===== config.mk =====
export PLATFORM = sky130hd
export DESIGN_NAME = mem_resp_queue
export DESIGN_NICKNAME = d
export VERILOG_FILES = /design/src/rtl/mem_resp_queue.sv
export SDC_FILE = /design/constraint.sdc
export NUM_CORES = 1
export LEC_CHECK = 0
export CAP_MARGIN = 10
export CORE_ASPECT_RATIO = 1.75
export CORE_MARGIN = 5
export CORE_UTILIZATION = 35
export DETAILED_ROUTE_END_ITERATION = 8
export PLACE_DENSITY = 0.51
export SLEW_MARGIN = 20
export SYNTH_ARGS = -nofsm -noshare
export SYNTH_HDL_FRONTEND = slang
export SYNTH_SLANG_ARGS = --single-unit
export TNS_END_PERCENT = 10

===== constraint.sdc =====
create_clock -name clk -period 7.74 [get_ports clk]
set_input_delay 1.161 -clock clk [delete_from_list [all_inputs] [get_ports clk]]
set_output_delay 1.161 -clock clk [all_outputs]
set_load 0.02 [all_outputs]

===== src/rtl/mem_resp_queue.sv =====
// mem_resp_queue: in-order memory response queue for the MEM stage.
// Tracks up to DEPTH data-sram requests already accepted by the sram-like
// interface and captures their data_ok responses in issue order. Responses
// that belong to flushed requests are discarded with a cancel counter. The
// head entry is presented to WB aligned and sign-extended, with a byte mask.
// Optional feature macro: MEM_RESP_UNALIGNED_LD_EN enables lwl/lwr merging;
// without it lwl/lwr entries behave as lw.
module mem_resp_queue #(
  parameter  int DEPTH = 4,
  localparam int PTR_W = $clog2(DEPTH)
) (
  input  logic             clk,
  input  logic             resetn,
  input  logic             req_valid,
  output logic             req_ready,
  input  logic             req_is_load,
  input  logic [6:0]       req_ld_op,
  input  logic [1:0]       req_addr_lo,
  input  logic [4:0]       req_dest,
  input  logic [31:0]      req_pc,
  input  logic             data_ok,
  input  logic [31:0]      rdata,
  input  logic             flush,
  output logic             out_valid,
  input  logic             out_ready,
  output logic [31:0]      out_result,
  output logic [3:0]       out_rf_we,
  output logic [4:0]       out_dest,
  output logic [31:0]      out_pc,
  output logic [PTR_W:0]   count,
  output logic             err_unexpected
);

  // one-hot positions inside ld_op = {lw, lb, lbu, lh, lhu, lwl, lwr}
  localparam int OP_LW  = 6;
  localparam int OP_LB  = 5;
  localparam int OP_LBU = 4;
  localparam int OP_LH  = 3;
  localparam int OP_LHU = 2;
  localparam int OP_LWL = 1;
  localparam int OP_LWR = 0;

  logic             r_isLoad [DEPTH];
  logic [6:0]       r_ldOp   [DEPTH];
  logic [1:0]       r_addrLo [DEPTH];
  logic [4:0]       r_dest   [DEPTH];
  logic [31:0]      r_pc     [DEPTH];
  logic [31:0]      r_rdata  [DEPTH];
  logic             r_got    [DEPTH];

  logic [PTR_W-1:0] r_head;
  logic [PTR_W-1:0] r_tail;
  logic [PTR_W-1:0] r_resp;
  logic [PTR_W:0]   r_count;
  // entries between resp and tail, i.e. still waiting for data
  logic [PTR_W:0]   r_pend;
  // responses still owed by sram to requests that were flushed
  logic [PTR_W:0]   r_cancel;
  logic             r_err;

  logic             w_enq;
  logic             w_fill;
  logic             w_drop;
  logic             w_unexp;
  logic             w_retire;
  logic [PTR_W:0]   w_total;
  logic [PTR_W+1:0] w_cancelFlush;
  logic [31:0]      w_hd;
  logic [1:0]       w_p;
  logic [6:0]       w_op;
  logic [7:0]       w_byte;
  logic [15:0]      w_half;

  assign w_total   = r_count + r_cancel;
  assign req_ready = w_total < (PTR_W+1)'(DEPTH);

  // The oldest-outstanding rule means a response is only unexpected when
  // neither a cancelled nor a live request is waiting, flush or not.
  assign w_unexp  = data_ok & (r_cancel == '0) & (r_pend == '0);
  assign w_enq    = req_valid & req_ready & ~flush;
  assign w_drop   = data_ok & (r_cancel != '0) & ~flush;
  assign w_fill   = data_ok & (r_cancel == '0) & (r_pend != '0) & ~flush;
  assign w_retire = out_valid & out_ready;

  // Every live waiting entry plus a request accepted this cycle turns into a
  // cancelled response; a response arriving now pays off one of them.
  assign w_cancelFlush = (PTR_W+2)'(r_cancel) + (PTR_W+2)'(r_pend)
                       + (PTR_W+2)'(req_valid)
                       - (PTR_W+2)'(data_ok & ~w_unexp);

  assign out_valid      = (r_count != '0) & r_got[r_head] & ~flush;
  assign out_dest       = r_dest[r_head];
  assign out_pc         = r_pc[r_head];
  assign count          = r_count;
  assign err_unexpected = r_err;

  assign w_hd   = r_rdata[r_head];
  assign w_p    = r_addrLo[r_head];
  assign w_op   = r_ldOp[r_head];
  assign w_byte = 8'(w_hd >> {w_p, 3'b000});
  assign w_half = w_p[1] ? w_hd[31:16] : w_hd[15:0];

  // Align and extend the head entry's data and build the register byte mask
  always_comb begin
    out_result = '0;
    out_rf_we  = '0;
    if (r_isLoad[r_head]) begin
      out_rf_we  = 4'hF;
      out_result = w_hd;
      if (w_op[OP_LB] | w_op[OP_LBU]) begin
        out_result = {{24{w_op[OP_LB] & w_byte[7]}}, w_byte};
      end else if (w_op[OP_LH] | w_op[OP_LHU]) begin
        out_result = {{16{w_op[OP_LH] & w_half[15]}}, w_half};
`ifdef MEM_RESP_UNALIGNED_LD_EN
      end else if (w_op[OP_LWL]) begin
        out_result = w_hd << {2'd3 - w_p, 3'b000};
        out_rf_we  = {1'b1, w_p != 2'd0, w_p[1], w_p == 2'd3};
      end else if (w_op[OP_LWR]) begin
        out_result = w_hd >> {w_p, 3'b000};
        out_rf_we  = {w_p == 2'd0, ~w_p[1], w_p != 2'd3, 1'b1};
      end else if (w_op[OP_LW]) begin
        out_result = w_hd;
`else
      end else if (w_op[OP_LW] | w_op[OP_LWL] | w_op[OP_LWR]) begin
        out_result = w_hd;
`endif
      end
    end
  end

  // Pointer, counter and storage updates; flush collapses the queue
  always_ff @(posedge clk) begin
    if (!resetn) begin
      r_head   <= '0;
      r_tail   <= '0;
      r_resp   <= '0;
      r_count  <= '0;
      r_pend   <= '0;
      r_cancel <= '0;
      r_err    <= 1'b0;
      for (int i = 0; i < DEPTH; i++) begin
        r_isLoad[i] <= 1'b0;
        r_ldOp[i]   <= '0;
        r_addrLo[i] <= '0;
        r_dest[i]   <= '0;
        r_pc[i]     <= '0;
        r_rdata[i]  <= '0;
        r_got[i]    <= 1'b0;
      end
    end else begin
      if (w_unexp) begin
        r_err <= 1'b1;
      end
      if (flush) begin
        r_head   <= r_tail;
        r_resp   <= r_tail;
        r_count  <= '0;
        r_pend   <= '0;
        r_cancel <= w_cancelFlush[PTR_W:0];
      end else begin
        if (w_enq) begin
          r_isLoad[r_tail] <= req_is_load;
          r_ldOp[r_tail]   <= req_ld_op;
          r_addrLo[r_tail] <= req_addr_lo;
          r_dest[r_tail]   <= req_dest;
          r_pc[r_tail]     <= req_pc;
          r_got[r_tail]    <= 1'b0;
          r_tail           <= r_tail + 1'b1;
        end
        if (w_fill) begin
          r_rdata[r_resp] <= rdata;
          r_got[r_resp]   <= 1'b1;
          r_resp          <= r_resp + 1'b1;
        end
        if (w_retire) begin
          r_head <= r_head + 1'b1;
        end
        r_count  <= r_count + (PTR_W+1)'(w_enq) - (PTR_W+1)'(w_retire);
        r_pend   <= r_pend + (PTR_W+1)'(w_enq) - (PTR_W+1)'(w_fill);
        r_cancel <= r_cancel - (PTR_W+1)'(w_drop);
      end
    end
  end

endmodule


==> flow_metrics.py, run 1 <==
metrics = {
    "sta": {
        "holdWs_ns": 0.462,
        "fin_setup_tns_ns": 0,
        "final_hold_viol_count": 0,
        "slew_headroom_pct": 31.5,
        "finalSetupViolCount": 0,
        "fin_crit_ns": 5.65,
        "fmax_ghz": 0.177,
        "slew_violations": 0,
        "period_share_pct": 72.9,
        "worst_pin_slew_ns": 1.02,
        "skew_ns": 0.00887,
        "rsz0062_at_grt": "false",
    },
    "placement": {
        "dp_cells": 1682,
        "dpl_cell_area_sq_um": 17400,
        "dpl.hpwl_mm": 24.1,
        "gp_congestion": 0.753,
        "numPortBuffers": 160,
    },
    "yosys": {
        "synth_fp_nets": 1108,
        "syn_area_per_cell_sq_um": 15.1,
        "yosys-top-cells-area": "edfxtp_1 59%, and2_1 12%, mux4_2 11%, dfxtp_1 3.3%, mux2_2 1.3%",
        "synth-seq-cells": 326,
        "syn_inst": 1006,
        "yosysUniqueCellTypes": 49,
        "ys_seq_area_share_pct": 62.7,
        "synth_edf_count": 301,
        "yosysTopAreaCell": "edfxtp_1",
        "syn_area_sq_um": 15200,
        "ys.flop_type": "edfxtp_1",
        "yosys_warnings": 0,
        "synthArstFlopShare_pct": 0,
        "yosysTopAreaCellShare_pct": 59.4,
    },
    "finish": {
        "final_nets": 1255,
        "layout_common_cells": "301 x edfxtp_1, 300 x and2_1, 160 x clkdlybuf4s50_1",
        "multi_input_area_sq_um": 5300,
        "layout-drive-gt1-share_pct": 15.6,
        "fin_cells": 1742,
        "syn_to_final_growth_pct": 21.7,
        "final_common_cell": "edfxtp_1",
        "nFillCells": 4023,
        "final_area_sq_um": 18500,
        "seqCellArea_sq_um": 9550,
    },
    "run_status": {
        "status": "finished, final reports clean",
    },
    "floorplan": {
        "core_sq_um": 43200,
        "initial_core_util_pct": 35.2,
        "die_height_um": 286,
        "chipWidth_um": 168,
        "die_area_sq_um": 47900,
        "row_count": 101,
        "ios": 164,
    },
    "clocking": {
        "clock_path_buffers": 3,
        "clk_latency_ns": 0.51,
        "numCtsBuffers": 34,
        "clkTransAtPathRegs_ns": 0.06,
        "cts_root_buf": "clkbuf_16",
        "cts_setup_buffers": 0,
        "cts.sinks": 326,
        "cts_hold_buffers": 0,
        "cts_tree": "yes",
        "htreeDepth": 2,
        "ctsResizeCount": 0,
    },
    "critical_path": {
        "r2r.worst_path.cells": 10,
        "arrival_ns": 4.48,
        "regToRegEndpoint": "count[2]",
        "start_kind": "register",
        "critPathMaxFanout": 33,
        "r2r_slack_ns": 4.07,
        "critPathCaptureType": "output port",
        "crit_type": "reg2out",
        "cp_data_required_time_ns": 6.58,
    },
    "power": {
        "p_leak_nw": 6.58,
        "powerDensity_nw_per_um2": 232,
        "peakVddDrop_mv": 0.164,
    },
    "global_route": {
        "overflow": 0,
        "grt_pass1_wl_mm": 58.4,
        "grt_pass1_vias": 9412,
        "track_usage_pct": 16.2,
        "grt_max_degree": 46,
        "antenna_found_initial": 4,
    },
    "route": {
        "avgViaCountPerCell": 4.94,
        "drt_iter0_drc": 483,
        "wl_per_cell_um": 22.3,
        "drtAntennaViolNets": 0,
        "drt_pre_antenna_iters": 4,
        "wl_mm": 38.8,
        "drc_errors": 0,
        "vias": 8614,
    },
    "min_path": {
        "hold_class": "reg2reg",
        "hp-start": "r_got[0]",
        "min_to": "r_got[0]",
        "worstHoldPathCells": 2,
    },
    "run": {
        "drv_cap": 0,
    },
}
[worst max-delay path, stage by stage (launching register included)]
cell and delay, ns:
dfxtp_4 0.78, buf_4 0.64, mux4_2 0.67, nor2_1 0.73
nand2_1 0.10, a211oi_1 0.32, clkdlybuf4s50_1 0.68
[logic make-up (layout without fill, tap and decap cells)]
family | count (synthesis) | after routing | share of synthesized area (%)
AOI/OAI and AO/OA | 71 | 71 | 3.52
xor gates and xnor gates | 10 | 10 | 0.674
adders and majority gates | 17 | 17 | 1.60
buffers and inverters | 91 | 260 | 2.80
DFF | 326 | 326 | 62.7
muxes | 108 | 108 | 13.6
other | 0 | 1 | 0
and+or+nand+nor | 383 | 383 | 15.1
[report_power, final]
group / switching (mW) / leakage (nW) / internal (mW)
clock network: 0.669 / 0.535 / 0.969
logic: 0.327 / 2.73 / 0.261
registers: 0.0438 / 3.32 / 2.02
[cell type report]
cell class                      count  area share [%]
Timing Repair Buffer              181            9.53
Tap cell                          566            3.83
Antenna cell                        1          0.0135
Clock buffer                       44            5.15
Clock inverter                     14           0.825
Multi-Input combinational cell    589            28.7
Sequential cell                   326            51.6
Inverter                           21           0.426
[how the worst max path moves through the flow]
| stage | from | to | slack, ns |
|---|---|---|---|
| 3_3_place_gp | register | out_result[20] | 2.59 |
| 5_1_grt | register | out_result[18] | 1.73 |
| 4_1_cts | register | out_result[19] | 1.98 |
| 2_1_floorplan | data_ok | r_rdata[2][0] | 1.88 |
| 6_report | register | out_result[19] | 2.09 |
| 3_5_place_dp | register | out_result[19] | 2.55 |
[cell usage after synthesis (all sizes together), types with 5 or more instances]
| cell | count |
|---|---|
| edfxtp | 301 |
| and2 | 300 |
| mux4 | 77 |
| clkbuf | 43 |
| buf | 27 |
| nand2 | 26 |
| dfxtp | 25 |
| inv | 21 |
| a211oi | 20 |
| mux2 | 18 |
| a31oi | 16 |
| nand3 | 16 |
| ha | 13 |
| mux2i | 13 |
| and3 | 9 |
| nor2 | 9 |
| o21ai | 8 |
| o221ai | 8 |
| xnor2 | 7 |
| nand2b | 6 |
| nor3 | 6 |
| a21oi | 5 |
[per-stage QoR]
| step | total power [mW] | setup slack [ns] | utilization, % |
|---|---|---|---|
| 2_1_floorplan | 2.44 | 1.88 | - |
| 3_3_place_gp | 2.70 | 2.59 | 40.2 |
| 3_5_place_dp | 2.71 | 2.55 | 40.2 |
| 4_1_cts | 4.37 | 1.98 | 42.8 |
| 5_1_grt | 4.47 | 1.73 | 42.8 |
| 6_report | 4.29 | 2.09 | 42.8 |
[layer usage]
| metal | track usage (%) | vias to the layer above | share of wire, % | wire [um] |
|---|---|---|---|---|
| met3 | 3.22 | 61 | 4.9 | 1890 |
| met4 | 5.16 | 6 | 2.8 | 1090 |
| li1 | - | 4026 | - | - |
| met1 | 17.1 | 4329 | 36 | 13900 |
| met2 | 31.7 | 192 | 56 | 21900 |
| met5 | 0 | - | 0.11 | 41 |
[sequential cells by signal, indices dropped and copies added (netlist names), named ones only]
| signal | flops |
|---|---|
| count | 3 |
| r_pend | 3 |
| r_cancel | 3 |
| r_got | 4 |
| r_dest | 20 |
| r_rdata | 128 |
| r_addrLo | 8 |
| r_ldOp | 16 |
| r_isLoad | 4 |
| r_head | 2 |
| r_tail | 2 |
| r_resp | 2 |
| r_pc | 128 |
| err_unexpected | 1 |
Power figures use the tool's default switching activity.
==> inputs of run 2 (changes only) <==
--- a/config.mk
+++ b/config.mk
@@ -10,7 +10,7 @@
 export CORE_MARGIN = 5
 export CORE_UTILIZATION = 35
 export DETAILED_ROUTE_END_ITERATION = 8
-export PLACE_DENSITY = 0.51
+export PLACE_DENSITY = 0.53
 export SLEW_MARGIN = 20
 export SYNTH_ARGS = -nofsm -noshare
 export SYNTH_HDL_FRONTEND = slang
==> constraint.sdc (replaced) <==
create_clock -name clk -period 4.8 [get_ports clk]
set_input_delay 0.72 -clock clk [delete_from_list [all_inputs] [get_ports clk]]
set_output_delay 0.72 -clock clk [all_outputs]
set_load 0.02 [all_outputs]
==> flow_metrics.py, run 2 (synthesis gave the netlist of run 1 again) <==
metrics = {
    "global_route": {
        "grt_max_degree": 46,
        "grt_pass1_vias": 9468,
        "track_usage_pct": 16.0,
        "antenna_found_initial": 3,
        "grt_pass1_wl_mm": 58.2,
        "overflow": 0,
    },
    "finish": {
        "final_common_cell": "edfxtp_1",
        "final_nets": 1264,
        "syn_to_final_growth_pct": 22.0,
        "top_regs": "r_pc (128), r_rdata (128), r_dest (20)",
        "nFillCells": 4022,
        "layout_common_cells": "301 x edfxtp_1, 300 x and2_1, 160 x clkdlybuf4s50_1",
        "layout-drive-gt1-share_pct": 16.2,
    },
    "route": {
        "vias": 8681,
        "wl_per_cell_um": 21.9,
        "wl_mm": 38.4,
        "drt_pre_antenna_iters": 4,
        "drt_iter0_drc": 345,
        "drc_errors": 0,
        "drtAntennaViolNets": 0,
        "avgViaCountPerCell": 4.95,
    },
    "sta": {
        "rsz0062_at_grt": "false",
        "finalSetupViolCount": 0,
        "final_hold_viol_count": 0,
        "setup_slack_ns": 0.222,
        "slew_violations": 0,
        "fin_crit_ns": 4.58,
        "fin_setup_tns_ns": 0,
        "period_share_pct": 95.4,
        "worst_pin_slew_ns": 1.13,
        "slew_headroom_pct": 24.8,
        "skew_ns": 0.0190,
        "fmax_ghz": 0.218,
    },
    "min_path": {
        "min_to": "r_isLoad[0]",
        "hold_class": "reg2reg",
        "worstHoldPathCells": 2,
        "hp-start": "r_isLoad[0]",
    },
    "critical_path": {
        "arrival_ns": 3.86,
        "critPathMaxFanout": 25,
        "r2r.worst_path.cells": 10,
        "critPathSlowestCell": "o221ai_2",
        "r2r_slack_ns": 1.35,
        "crit_type": "reg2out",
        "critPathCaptureType": "output port",
        "start_kind": "register",
        "cp_data_required_time_ns": 4.08,
        "max_stage_delay_ns": 0.88,
        "crit_chain": "mux4_2 -> mux2_4 -> o221ai_2 -> a31oi_1 -> clkdlybuf4s50_1",
        "regToRegEndpoint": "count[2]",
    },
    "clocking": {
        "cts_root_buf": "clkbuf_16",
        "clk_latency_ns": 0.52,
        "cts_tree": "yes",
        "numCtsBuffers": 34,
        "cts.sinks": 326,
        "clkTransAtPathRegs_ns": 0.06,
        "clock_path_buffers": 3,
        "cts_setup_buffers": 0,
        "htreeDepth": 2,
    },
    "floorplan": {
        "die_area_sq_um": 47900,
        "ios": 164,
        "chipWidth_um": 168,
        "initial_core_util_pct": 35.2,
        "core_sq_um": 43200,
        "row_count": 101,
        "die_height_um": 286,
    },
    "power": {
        "p_leak_nw": 6.62,
        "powerDensity_nw_per_um2": 365,
        "peakVddDrop_mv": 0.296,
    },
    "run": {
        "drv_cap": 0,
    },
    "placement": {
        "gp_congestion": 0.785,
        "dpl.hpwl_mm": 24.4,
        "dpl_worst_slack_ns": 0.661,
        "numPortBuffers": 160,
    },
    "run_status": {
        "status": "finished, final reports clean",
    },
}
-- run 2: stage by stage --
stage	std cells	hold slack, ns	power [mW]	area [sq um]	util, %
after floorplan	1006	0.432	3.94	15200	-
after global placement	1692	0.453	4.36	17500	40.5
after detailed placement	1692	0.457	4.37	17500	40.5
after CTS	1753	0.471	6.90	18500	42.9
after global routing	1753	0.489	7.07	18600	42.9
final	1754	0.466	6.78	18600	42.9
-- run 2: critical path, delay by kind of cell, from the launching register on --
family	cells	cell delay [ns]
compound gates	2	1.03
flops	1	0.65
mux	2	1.03
buf+inv	1	0.60
-- run 2: layout make-up --
cell class                 count  area, sq um  share of cell area [%]
antenna                        1         2.50                  0.0135
clock buffer                  40          895                    4.82
clock inverter                21          139                   0.749
inverter                      21         78.8                   0.425
multi-input combinational    589         5300                    28.6
sequential                   326         9550                    51.5
tap                          566          708                    3.82
timing repair buffer         190         1880                    10.1
-- run 2: routing by layer --
metal | wire, um | global-route usage, % | up-vias | share of wire (%)
met4 | 752 | 4.22 | 4 | 2.0
met5 | 28 | 0 | - | 0.073
met2 | 21700 | 31.4 | 175 | 57
li1 | - | - | 4060 | -
met3 | 1750 | 3.32 | 53 | 4.6
met1 | 14100 | 17.2 | 4389 | 37
-- run 2: power breakdown --
group / internal, mW / total [mW] / switching, mW
Sequential: 3.26 / 3.32 / 0.0634
Combinational: 0.431 / 0.961 / 0.530
Clock: 1.40 / 2.50 / 1.10
Total: 5.09 / 6.78 / 1.69
-- run 2: worst max-delay path by stage --
| stage | start | to | slack, ns | cells after the start |
|---|---|---|---|---|
| after floorplan | data_ok | r_rdata[2][0] | -0.62 | 4 |
| after global placement | register | out_result[15] | 0.69 | 5 |
| after detailed placement | register | out_result[22] | 0.66 | 5 |
| after CTS | register | out_result[22] | 0.09 | 5 |
| after global routing | register | out_result[22] | 0.03 | 5 |
| final | register | out_result[15] | 0.22 | 5 |
-- run 2: repair_timing --
action	in CTS	in global routing
gates resized for setup	0	1
hold buffers	0	0
setup endpoints to repair	0	24
==> inputs of run 3 (changes only) <==
--- a/config.mk
+++ b/config.mk
@@ -5,6 +5,7 @@
 export SDC_FILE = /design/constraint.sdc
 export NUM_CORES = 1
 export LEC_CHECK = 0
+export ABC_CLOCK_PERIOD_IN_PS = 4800
 export CAP_MARGIN = 10
 export CORE_ASPECT_RATIO = 1.75
 export CORE_MARGIN = 5
==> results of run 3 <==
Same layout as run 2: the final DEF is identical, and so are final timing and power.
